File: src/rtl/axil_pkg.sv
// Shared types and constants for the AXI4-Lite initiator and its stall timer.
package axil_pkg;

  typedef enum logic [2:0] {
    IDLE,
    WADDR,
    WRESP,
    RADDR,
    RDATA,
    RSP
  } state_e;

  localparam logic [1:0] RESP_OKAY   = 2'b00;
  localparam logic [1:0] RESP_EXOKAY = 2'b01;
  localparam logic [1:0] RESP_SLVERR = 2'b10;
  localparam logic [1:0] RESP_DECERR = 2'b11;

  // Accelerator register map: run/matw/last word and control word.
  localparam logic [31:0] REG_CTRL    = 32'h0000_0000;
  localparam logic [31:0] REG_CONTROL = 32'h0000_0010;

  // Counter width able to hold max_count; never narrower than one bit.
  function automatic int cnt_width(input int max_count);
    return (max_count < 2) ? 1 : $clog2(max_count + 1);
  endfunction

endpackage

File: src/rtl/axil_master_if.sv
// AXI4-Lite bus bundle; the initiator uses the master modport, the slave the other.
interface axil_master_if #(
  parameter int ADDR_W = 32
);

  logic [ADDR_W-1:0] awaddr;
  logic [2:0]        awprot;
  logic              awvalid;
  logic              awready;

  logic [31:0]       wdata;
  logic [3:0]        wstrb;
  logic              wvalid;
  logic              wready;

  logic [1:0]        bresp;
  logic              bvalid;
  logic              bready;

  logic [ADDR_W-1:0] araddr;
  logic [2:0]        arprot;
  logic              arvalid;
  logic              arready;

  logic [31:0]       rdata;
  logic [1:0]        rresp;
  logic              rvalid;
  logic              rready;

  modport master (
    output awaddr, awprot, awvalid, input awready,
    output wdata, wstrb, wvalid, input wready,
    input bresp, bvalid, output bready,
    output araddr, arprot, arvalid, input arready,
    input rdata, rresp, rvalid, output rready
  );

  modport slave (
    input awaddr, awprot, awvalid, output awready,
    input wdata, wstrb, wvalid, output wready,
    output bresp, bvalid, input bready,
    input araddr, arprot, arvalid, output arready,
    output rdata, rresp, rvalid, input rready
  );

endinterface

File: src/rtl/axil_stall_timer.sv
// Counts cycles spent waiting on the bus; raises a sticky flag once the limit is hit.
module axil_stall_timer
  import axil_pkg::*;
#(
  parameter int TIMEOUT = 1024
) (
  input  logic clk,
  input  logic rst_n,
  input  logic clear,
  input  logic enable,
  output logic timeout
);

  localparam int              CNT_W = cnt_width(TIMEOUT);
  localparam logic [CNT_W-1:0] LIMIT = CNT_W'(TIMEOUT);

  logic [CNT_W-1:0] count_q, count_d;
  logic             timeout_q, timeout_d;

  always_comb begin
    // NOTE: every signal assigned here gets its default first, so no path
    // leaves it unassigned and no latch is inferred.
    count_d   = count_q;
    timeout_d = timeout_q;
    if (clear) begin
      count_d = '0;
    end else if (enable && (TIMEOUT != 0) && (count_q != LIMIT)) begin
      count_d = count_q + 1'b1;
      if (count_d == LIMIT) timeout_d = 1'b1;
    end
  end

  // NOTE: state registers use non-blocking assignments so every flop samples
  // its pre-edge inputs regardless of block ordering.
  always_ff @(posedge clk or negedge rst_n) begin
    if (!rst_n) begin
      count_q   <= '0;
      timeout_q <= 1'b0;
    end else begin
      count_q   <= count_d;
      timeout_q <= timeout_d;
    end
  end

  assign timeout = timeout_q;

endmodule

File: src/rtl/axil_master.sv
// Single-outstanding AXI4-Lite initiator: one valid/ready command becomes one
// register write or read; result returns on a valid/ready response channel.
module axil_master
  import axil_pkg::*;
#(
  parameter int ADDR_W  = 32,
  parameter int TIMEOUT = 1024
) (
  input  logic              M_AXI_ACLK,
  input  logic              M_AXI_ARESETN,

  input  logic              cmd_valid,
  output logic              cmd_ready,
  input  logic              cmd_write,
  input  logic [ADDR_W-1:0] cmd_addr,
  input  logic [31:0]       cmd_wdata,
  input  logic [3:0]        cmd_wstrb,

  output logic              rsp_valid,
  input  logic              rsp_ready,
  output logic              rsp_write,
  output logic [31:0]       rsp_rdata,
  output logic [1:0]        rsp_resp,

  output logic              timeout,

  axil_master_if.master     m_axi
);

  // Every bus-facing output is a flop in this bundle.
  typedef struct packed {
    logic              awvalid;
    logic              wvalid;
    logic              bready;
    logic              arvalid;
    logic              rready;
    logic              aw_done;
    logic              w_done;
    logic [ADDR_W-1:0] addr;
    logic [31:0]       wdata;
    logic [3:0]        wstrb;
    logic              rsp_valid;
    logic              rsp_write;
    logic [31:0]       rsp_rdata;
    logic [1:0]        rsp_resp;
  } regs_t;

  state_e state_q, state_d;
  regs_t  r_q, r_d;

  logic aw_hs, w_hs, ar_hs;
  logic stall_clear, stall_enable;

  assign aw_hs = r_q.awvalid & m_axi.awready;
  assign w_hs  = r_q.wvalid  & m_axi.wready;
  assign ar_hs = r_q.arvalid & m_axi.arready;

  always_comb begin
    state_d = state_q;
    r_d     = r_q;
    unique case (state_q)
      IDLE: begin
        if (cmd_valid) begin
          r_d.addr = cmd_addr;
          if (cmd_write) begin
            r_d.wdata   = cmd_wdata;
            r_d.wstrb   = cmd_wstrb;
            r_d.awvalid = 1'b1;
            r_d.wvalid  = 1'b1;
            r_d.aw_done = 1'b0;
            r_d.w_done  = 1'b0;
            state_d     = WADDR;
          end else begin
            r_d.arvalid = 1'b1;
            state_d     = RADDR;
          end
        end
      end
      WADDR: begin
        // AW and W complete independently, in either order.
        if (aw_hs) begin
          r_d.awvalid = 1'b0;
          r_d.aw_done = 1'b1;
        end
        if (w_hs) begin
          r_d.wvalid = 1'b0;
          r_d.w_done = 1'b1;
        end
        if (r_d.aw_done && r_d.w_done) begin
          r_d.aw_done = 1'b0;
          r_d.w_done  = 1'b0;
          r_d.bready  = 1'b1;
          state_d     = WRESP;
        end
      end
      WRESP: begin
        if (m_axi.bvalid) begin
          r_d.bready    = 1'b0;
          r_d.rsp_valid = 1'b1;
          r_d.rsp_write = 1'b1;
          r_d.rsp_rdata = '0;
          r_d.rsp_resp  = m_axi.bresp;
          state_d       = RSP;
        end
      end
      RADDR: begin
        if (ar_hs) begin
          r_d.arvalid = 1'b0;
          r_d.rready  = 1'b1;
          state_d     = RDATA;
        end
      end
      RDATA: begin
        if (m_axi.rvalid) begin
          r_d.rready    = 1'b0;
          r_d.rsp_valid = 1'b1;
          r_d.rsp_write = 1'b0;
          r_d.rsp_rdata = m_axi.rdata;
          r_d.rsp_resp  = m_axi.rresp;
          state_d       = RSP;
        end
      end
      RSP: begin
        if (rsp_ready) begin
          r_d.rsp_valid = 1'b0;
          state_d       = IDLE;
        end
      end
      default: state_d = IDLE;
    endcase
  end

  always_ff @(posedge M_AXI_ACLK or negedge M_AXI_ARESETN) begin
    if (!M_AXI_ARESETN) begin
      state_q <= IDLE;
      r_q     <= '0;
    end else begin
      state_q <= state_d;
      r_q     <= r_d;
    end
  end

  // The stall window restarts on every state change and runs only while waiting on the slave.
  assign stall_clear  = (state_d != state_q);
  assign stall_enable = (state_q == WADDR) || (state_q == WRESP) ||
                        (state_q == RADDR) || (state_q == RDATA);

  axil_stall_timer #(
    .TIMEOUT (TIMEOUT)
  ) u_stall_timer (
    .clk     (M_AXI_ACLK),
    .rst_n   (M_AXI_ARESETN),
    .clear   (stall_clear),
    .enable  (stall_enable),
    .timeout (timeout)
  );

  assign cmd_ready = (state_q == IDLE);

  assign rsp_valid = r_q.rsp_valid;
  assign rsp_write = r_q.rsp_write;
  assign rsp_rdata = r_q.rsp_rdata;
  assign rsp_resp  = r_q.rsp_resp;

  assign m_axi.awaddr  = r_q.addr;
  assign m_axi.awprot  = 3'b000;
  assign m_axi.awvalid = r_q.awvalid;
  assign m_axi.wdata   = r_q.wdata;
  assign m_axi.wstrb   = r_q.wstrb;
  assign m_axi.wvalid  = r_q.wvalid;
  assign m_axi.bready  = r_q.bready;
  assign m_axi.araddr  = r_q.addr;
  assign m_axi.arprot  = 3'b000;
  assign m_axi.arvalid = r_q.arvalid;
  assign m_axi.rready  = r_q.rready;

endmodule

File: src/flat_wrapper.sv
// flat-port wrapper written by rule: the top's interface ports become plain ports
module axil_master_flat import axil_pkg::*;
#(
  parameter int ADDR_W  = 32,
  parameter int TIMEOUT = 1024
)
  (M_AXI_ACLK, M_AXI_ARESETN, cmd_valid, cmd_ready, cmd_write, cmd_addr, cmd_wdata, cmd_wstrb, rsp_valid, rsp_ready, rsp_write, rsp_rdata, rsp_resp, timeout, m_axi_awaddr, m_axi_awprot, m_axi_awvalid, m_axi_awready, m_axi_wdata, m_axi_wstrb, m_axi_wvalid, m_axi_wready, m_axi_bresp, m_axi_bvalid, m_axi_bready, m_axi_araddr, m_axi_arprot, m_axi_arvalid, m_axi_arready, m_axi_rdata, m_axi_rresp, m_axi_rvalid, m_axi_rready);
  axil_master_if #(.ADDR_W(ADDR_W)) m_axi_i ();
  input  logic M_AXI_ACLK;
  input  logic M_AXI_ARESETN;
  input  logic cmd_valid;
  output logic cmd_ready;
  input  logic cmd_write;
  input  logic [ADDR_W-1:0] cmd_addr;
  input  logic [31:0] cmd_wdata;
  input  logic [3:0] cmd_wstrb;
  output logic rsp_valid;
  input  logic rsp_ready;
  output logic rsp_write;
  output logic [31:0] rsp_rdata;
  output logic [1:0] rsp_resp;
  output logic timeout;
  output wire logic [$bits(m_axi_i.awaddr)-1:0] m_axi_awaddr;
  output wire logic [$bits(m_axi_i.awprot)-1:0] m_axi_awprot;
  output wire logic [$bits(m_axi_i.awvalid)-1:0] m_axi_awvalid;
  input wire logic [$bits(m_axi_i.awready)-1:0] m_axi_awready;
  output wire logic [$bits(m_axi_i.wdata)-1:0] m_axi_wdata;
  output wire logic [$bits(m_axi_i.wstrb)-1:0] m_axi_wstrb;
  output wire logic [$bits(m_axi_i.wvalid)-1:0] m_axi_wvalid;
  input wire logic [$bits(m_axi_i.wready)-1:0] m_axi_wready;
  input wire logic [$bits(m_axi_i.bresp)-1:0] m_axi_bresp;
  input wire logic [$bits(m_axi_i.bvalid)-1:0] m_axi_bvalid;
  output wire logic [$bits(m_axi_i.bready)-1:0] m_axi_bready;
  output wire logic [$bits(m_axi_i.araddr)-1:0] m_axi_araddr;
  output wire logic [$bits(m_axi_i.arprot)-1:0] m_axi_arprot;
  output wire logic [$bits(m_axi_i.arvalid)-1:0] m_axi_arvalid;
  input wire logic [$bits(m_axi_i.arready)-1:0] m_axi_arready;
  input wire logic [$bits(m_axi_i.rdata)-1:0] m_axi_rdata;
  input wire logic [$bits(m_axi_i.rresp)-1:0] m_axi_rresp;
  input wire logic [$bits(m_axi_i.rvalid)-1:0] m_axi_rvalid;
  output wire logic [$bits(m_axi_i.rready)-1:0] m_axi_rready;
  assign m_axi_awaddr = m_axi_i.awaddr;
  assign m_axi_awprot = m_axi_i.awprot;
  assign m_axi_awvalid = m_axi_i.awvalid;
  assign m_axi_i.awready = m_axi_awready;
  assign m_axi_wdata = m_axi_i.wdata;
  assign m_axi_wstrb = m_axi_i.wstrb;
  assign m_axi_wvalid = m_axi_i.wvalid;
  assign m_axi_i.wready = m_axi_wready;
  assign m_axi_i.bresp = m_axi_bresp;
  assign m_axi_i.bvalid = m_axi_bvalid;
  assign m_axi_bready = m_axi_i.bready;
  assign m_axi_araddr = m_axi_i.araddr;
  assign m_axi_arprot = m_axi_i.arprot;
  assign m_axi_arvalid = m_axi_i.arvalid;
  assign m_axi_i.arready = m_axi_arready;
  assign m_axi_i.rdata = m_axi_rdata;
  assign m_axi_i.rresp = m_axi_rresp;
  assign m_axi_i.rvalid = m_axi_rvalid;
  assign m_axi_rready = m_axi_i.rready;
  axil_master #(.ADDR_W(ADDR_W), .TIMEOUT(TIMEOUT)) u_core (.M_AXI_ACLK(M_AXI_ACLK), .M_AXI_ARESETN(M_AXI_ARESETN), .cmd_valid(cmd_valid), .cmd_ready(cmd_ready), .cmd_write(cmd_write), .cmd_addr(cmd_addr), .cmd_wdata(cmd_wdata), .cmd_wstrb(cmd_wstrb), .rsp_valid(rsp_valid), .rsp_ready(rsp_ready), .rsp_write(rsp_write), .rsp_rdata(rsp_rdata), .rsp_resp(rsp_resp), .timeout(timeout), .m_axi(m_axi_i));
endmodule
File: config.mk
export PLATFORM = sky130hd
export DESIGN_NAME = axil_master_flat
export DESIGN_NICKNAME = d
export VERILOG_FILES = /design/src/rtl/axil_pkg.sv /design/src/rtl/axil_master_if.sv /design/src/rtl/axil_stall_timer.sv /design/src/rtl/axil_master.sv /design/src/flat_wrapper.sv
export SDC_FILE = /design/constraint.sdc
export NUM_CORES = 1
export LEC_CHECK = 0
export ABC_AREA = 1
export BUFFER_PORTS_ARGS = -buffer_cell sky130_fd_sc_hd__buf_2
export CELL_PAD_IN_SITES_DETAIL_PLACEMENT = 0
export CELL_PAD_IN_SITES_GLOBAL_PLACEMENT = 1
export CORE_ASPECT_RATIO = 0.75
export CORE_MARGIN = 4
export CORE_UTILIZATION = 37
export DETAILED_ROUTE_END_ITERATION = 10
export PLACE_DENSITY = 0.81
export SYNTH_ARGS = -nofsm -noshare
export SYNTH_HDL_FRONTEND = slang
export SYNTH_SLANG_ARGS = --single-unit
File: constraint.sdc
create_clock -name M_AXI_ACLK -period 3.7 [get_ports M_AXI_ACLK]
set_input_delay 0.185 -clock M_AXI_ACLK [delete_from_list [all_inputs] [get_ports M_AXI_ACLK]]
set_output_delay 0.185 -clock M_AXI_ACLK [all_outputs]
set_load 0.005 [all_outputs]
==> summary.md <==
| Metric | Value |
|---|---|
| Complex-gate fraction of the synthesized area | `1.99%` |
| M3 GR Usage | `5.76%` |
| Row cnt | `41` |
| Pre-CTS setup slack | `1.29 ns` |
| Required @ worst endpoint | `4.00 ns` |
| Total Routed Length | `16,800 um` |
| Vias in the first global route | `5,200` |
| Die area | `19,900 um^2` |
| Share of cells above drive strength 1 | `30.0%` |
| Synthesis Warnings | `0` |
| DRT Pass-1 Iters | `4` |
| Grt total ovfl | `0` |
| Post-synthesis xor/xnor area fraction | `0.134%` |
| Starting Density | `38.3%` |
| H-Tree Depth | `4` |
| Final Wtd Congestion | `0.826` |
| WP buf/inv | `2` |
| Post-synthesis sequential area ratio | `48.2%` |
| GRT busiest layer | `met2` |
| #FFs+latches synth | `126` |
| HPWL after DPL | `11,400 um` |
| Post-layout nets | `1,122` |
| Setup ws final | `1.38 ns` |
| Clk slew on worst S/H paths | `0.06 ns` |
| Final ANT Viol Nets | `0` |
| CP Launch Type | `flip-flop` |
| Worst hold slack | `0.0194 ns` |
| DRT iter0 DRCs | `434` |
| Vias per cell | `4.38` |
| Slew Viols, Final | `0` |
| Largest delay share family, worst path | `simple AND/OR/NAND/NOR gates` |
| Post-Synth Simple-Gate Area | `28.2%` |
| FILL cells | `1,671` |
| HP Class | `in -> reg` |
| Inst Count DP | `1,127` |
| Syn Area/Cell | `8.21 um^2` |
| Initial antenna violation count | `3` |
| Pwr Density | `712 nW/um^2` |
| Met2 GRT Util | `26.6%` |
| Tcrit/Tclk final | `62.7%` |
| Largest net degree at the start of global routing | `65` |
| Adder-cell share of the synthesized area | `0.574%` |
| Setup TNS Final | `0 ns` |
| Share of the synthesized area in the top cell type | `48.2%` |
| Fmax | `431 MHz` |
| Clk sinks | `126` |
| M1 GR Usage | `21.5%` |
| Max Clock Skew | `0.00852 ns` |
| Post-synth EDFFs | `0` |
| Total core area | `17,100 um^2` |
| Crit path max fanout | `38` |
| Worst path max stage delay | `0.49 ns` |
| Final setup viols | `0` |
| Top post-synthesis cells by area | `dfrtp_1, nand2_1, buf_4` |
| CTS tree | `done` |
| Critical path type | `reg -> reg` |
| Pleak | `4.90 nW` |
| Status | `finished, final reports clean` |
| Worst-margin pin slew | `1.05 ns` |
| Min cycle time layout | `2.32 ns` |
| Hold Violations, Final | `0` |
| Port Buf Inserts | `256` |
| Worst path arrival time | `2.62 ns` |
| Slowest cell on the critical path | `dfrtp_1` |
| Post-synth design cell area | `6540 um^2` |
| Chip Width | `162 um` |
| Drt wl/cell | `13.3 um` |
| Main combinational cell family by area after synthesis | `simple AND/OR/NAND/NOR gates` |
| Area Overhead vs Synth | `30.1%` |
| CTS root buffer | `clkbuf_16` |
| Cell count after synthesis | `797` |
| I/O pin cnt | `263` |
| RSZ-0062 raised after global routing | `false` |
| Post-Layout Cell Count | `1,255` |
| Post-synthesis mux area share | `0%` |
| Max cap viols | `0` |
| Multi-input gate area | `2040 um^2` |
| Commonest cells in the synthesized netlist | `nand2_1, buf_4, dfrtp_1` |
| Netlist cell types | `33` |
| Yosys top cell by area | `dfrtp_1` |
| Post-layout util | `49.8%` |
| Worst VDD drop | `288 uV` |
| Clk_lat worst skew | `0.41 ns` |
| DR vias | `5,503` |
| DR DRC count | `0` |
| Max-slew headroom | `29.6%` |
| CTS max path bufs | `2` |
| Reg area | `3150 um^2` |
| Endpoint type of the worst setup path | `flip-flop` |
| Vert. Die Dim | `123 um` |
| CTS Buf Count | `17` |
| Overall Global Routing Usage | `16.6%` |
| Critical path cell sequence | `nor2_4, nand2_4, nor2_8, inv_2, nor2_8, inv_2, nand2_1, nand2_1` |
| Dominant synthesized flop cell | `dfrtp_1` |
| Async S/R FF share, synth | `100%` |
| First-pass GRT wire length | `26,400 um` |
| Most common cell in the netlist | `nand2_1` |
## placed cells by master (no fill, tap or decap), types with 2 or more instances in the layout
cell,instances
clkinv_4,3
o21ai_0,4
conb_1,6
nor2_8,2
nand2_2,2
nand3_1,49
inv_6,6
buf_2,255
inv_1,33
nand2_1,336
clkinv_2,3
nand4_1,30
bufinv_16,2
ha_1,3
buf_4,4
dfrtp_1,126
inv_2,4
a31oi_1,3
nor3_1,2
o21bai_1,3
nor2_1,15
dlygate4sd3_1,95
clkbuf_16,17
## metal layers
layer	up-vias	share of wire, %
li1	2763	-
met1	2516	44
met2	198	46
met3	22	7.7
met4	4	1.6
met5	-	0.16
## power by group
group | switching, mW | total [mW] | leakage, nW | internal [mW]
Clock | 0.647 | 1.67 | 0.296 | 1.02
Sequential | 0.352 | 2.26 | 1.63 | 1.91
Combinational | 1.24 | 2.13 | 2.98 | 0.892
## registers in the layout, summed over array words and instances (netlist names)
name and cells:
u_core.m_axi.araddr 32, u_core.m_axi.arvalid 1, u_core.m_axi.awvalid 1, u_core.m_axi.bready 1
u_core.m_axi.rready 1, u_core.m_axi.wdata 32, u_core.m_axi.wstrb 4, u_core.m_axi.wvalid 1
u_core.r_q 2, u_core.rsp_rdata 32, u_core.rsp_resp 2, u_core.rsp_valid 1
u_core.rsp_write 1, u_core.state_q 3, u_core.u_stall_timer.count_q 11, u_core.u_stall_timer.timeout 1
## per-stage QoR
| step | instance area, um^2 | power, mW |
|---|---|---|
| global placement | 6960 | 4.33 |
| finish | 8510 | 6.06 |
| detailed placement | 6960 | 4.36 |
| global route | 8510 | 6.51 |
| floorplan | 6560 | 4.19 |
| CTS | 8510 | 6.15 |
## path summary, 6_finish.rpt
path | from | to | slack, ns | cells past startpoint
max in group asynchronous | M_AXI_ARESETN | u_core.m_axi.wdata[10] | 2.44 | 3
max reg2reg | u_core.state_q[1] | u_core.m_axi.wdata[12] | 1.38 | 8
min | m_axi_rdata[0] | u_core.rsp_rdata[0] | 0.02 | 3
max | u_core.state_q[1] | u_core.m_axi.wdata[12] | 1.38 | 8
min in group asynchronous | M_AXI_ARESETN | u_core.rsp_rdata[2] | 0.44 | 2
min reg2reg | u_core.m_axi.wdata[10] | u_core.m_axi.wdata[10] | 0.46 | 2
## cells by family (layout without fill, tap and decap cells)
group	after synthesis	in the layout
other	1	7
AND/OR/NAND/NOR	439	439
XOR/XNOR	1	1
AO/OA/AOI/OAI	18	18
adder cells (fa/ha/maj)	3	3
flip-flops	126	126
buffers and inverters	209	425
## timing repair
item / in CTS / in global routing
setup endpoints to repair: 0 / 0
endpoints found under the hold margin: 156 / 0
resized for setup: 0 / 0
setup buffers: 0 / 0
hold buffers: 95 / 0
## tightest hold or removal path: stages
cell	delay [ns]
buf_2	0.09
nand3_1	0.07
nand2_1	0.06
## final cells by class
cell class              count  share of cell area (%)
flip-flops and latches    126                    37.1
multi-input cells         467                    24.0
clock buffers              18                    5.16
clock inverters            14                    1.81
repair buffers            355                    26.8
diodes                      1                  0.0294
inverters                  38                    1.68
well taps                 236                    3.47
No activity file was read; power rests on OpenSTA's default activity.
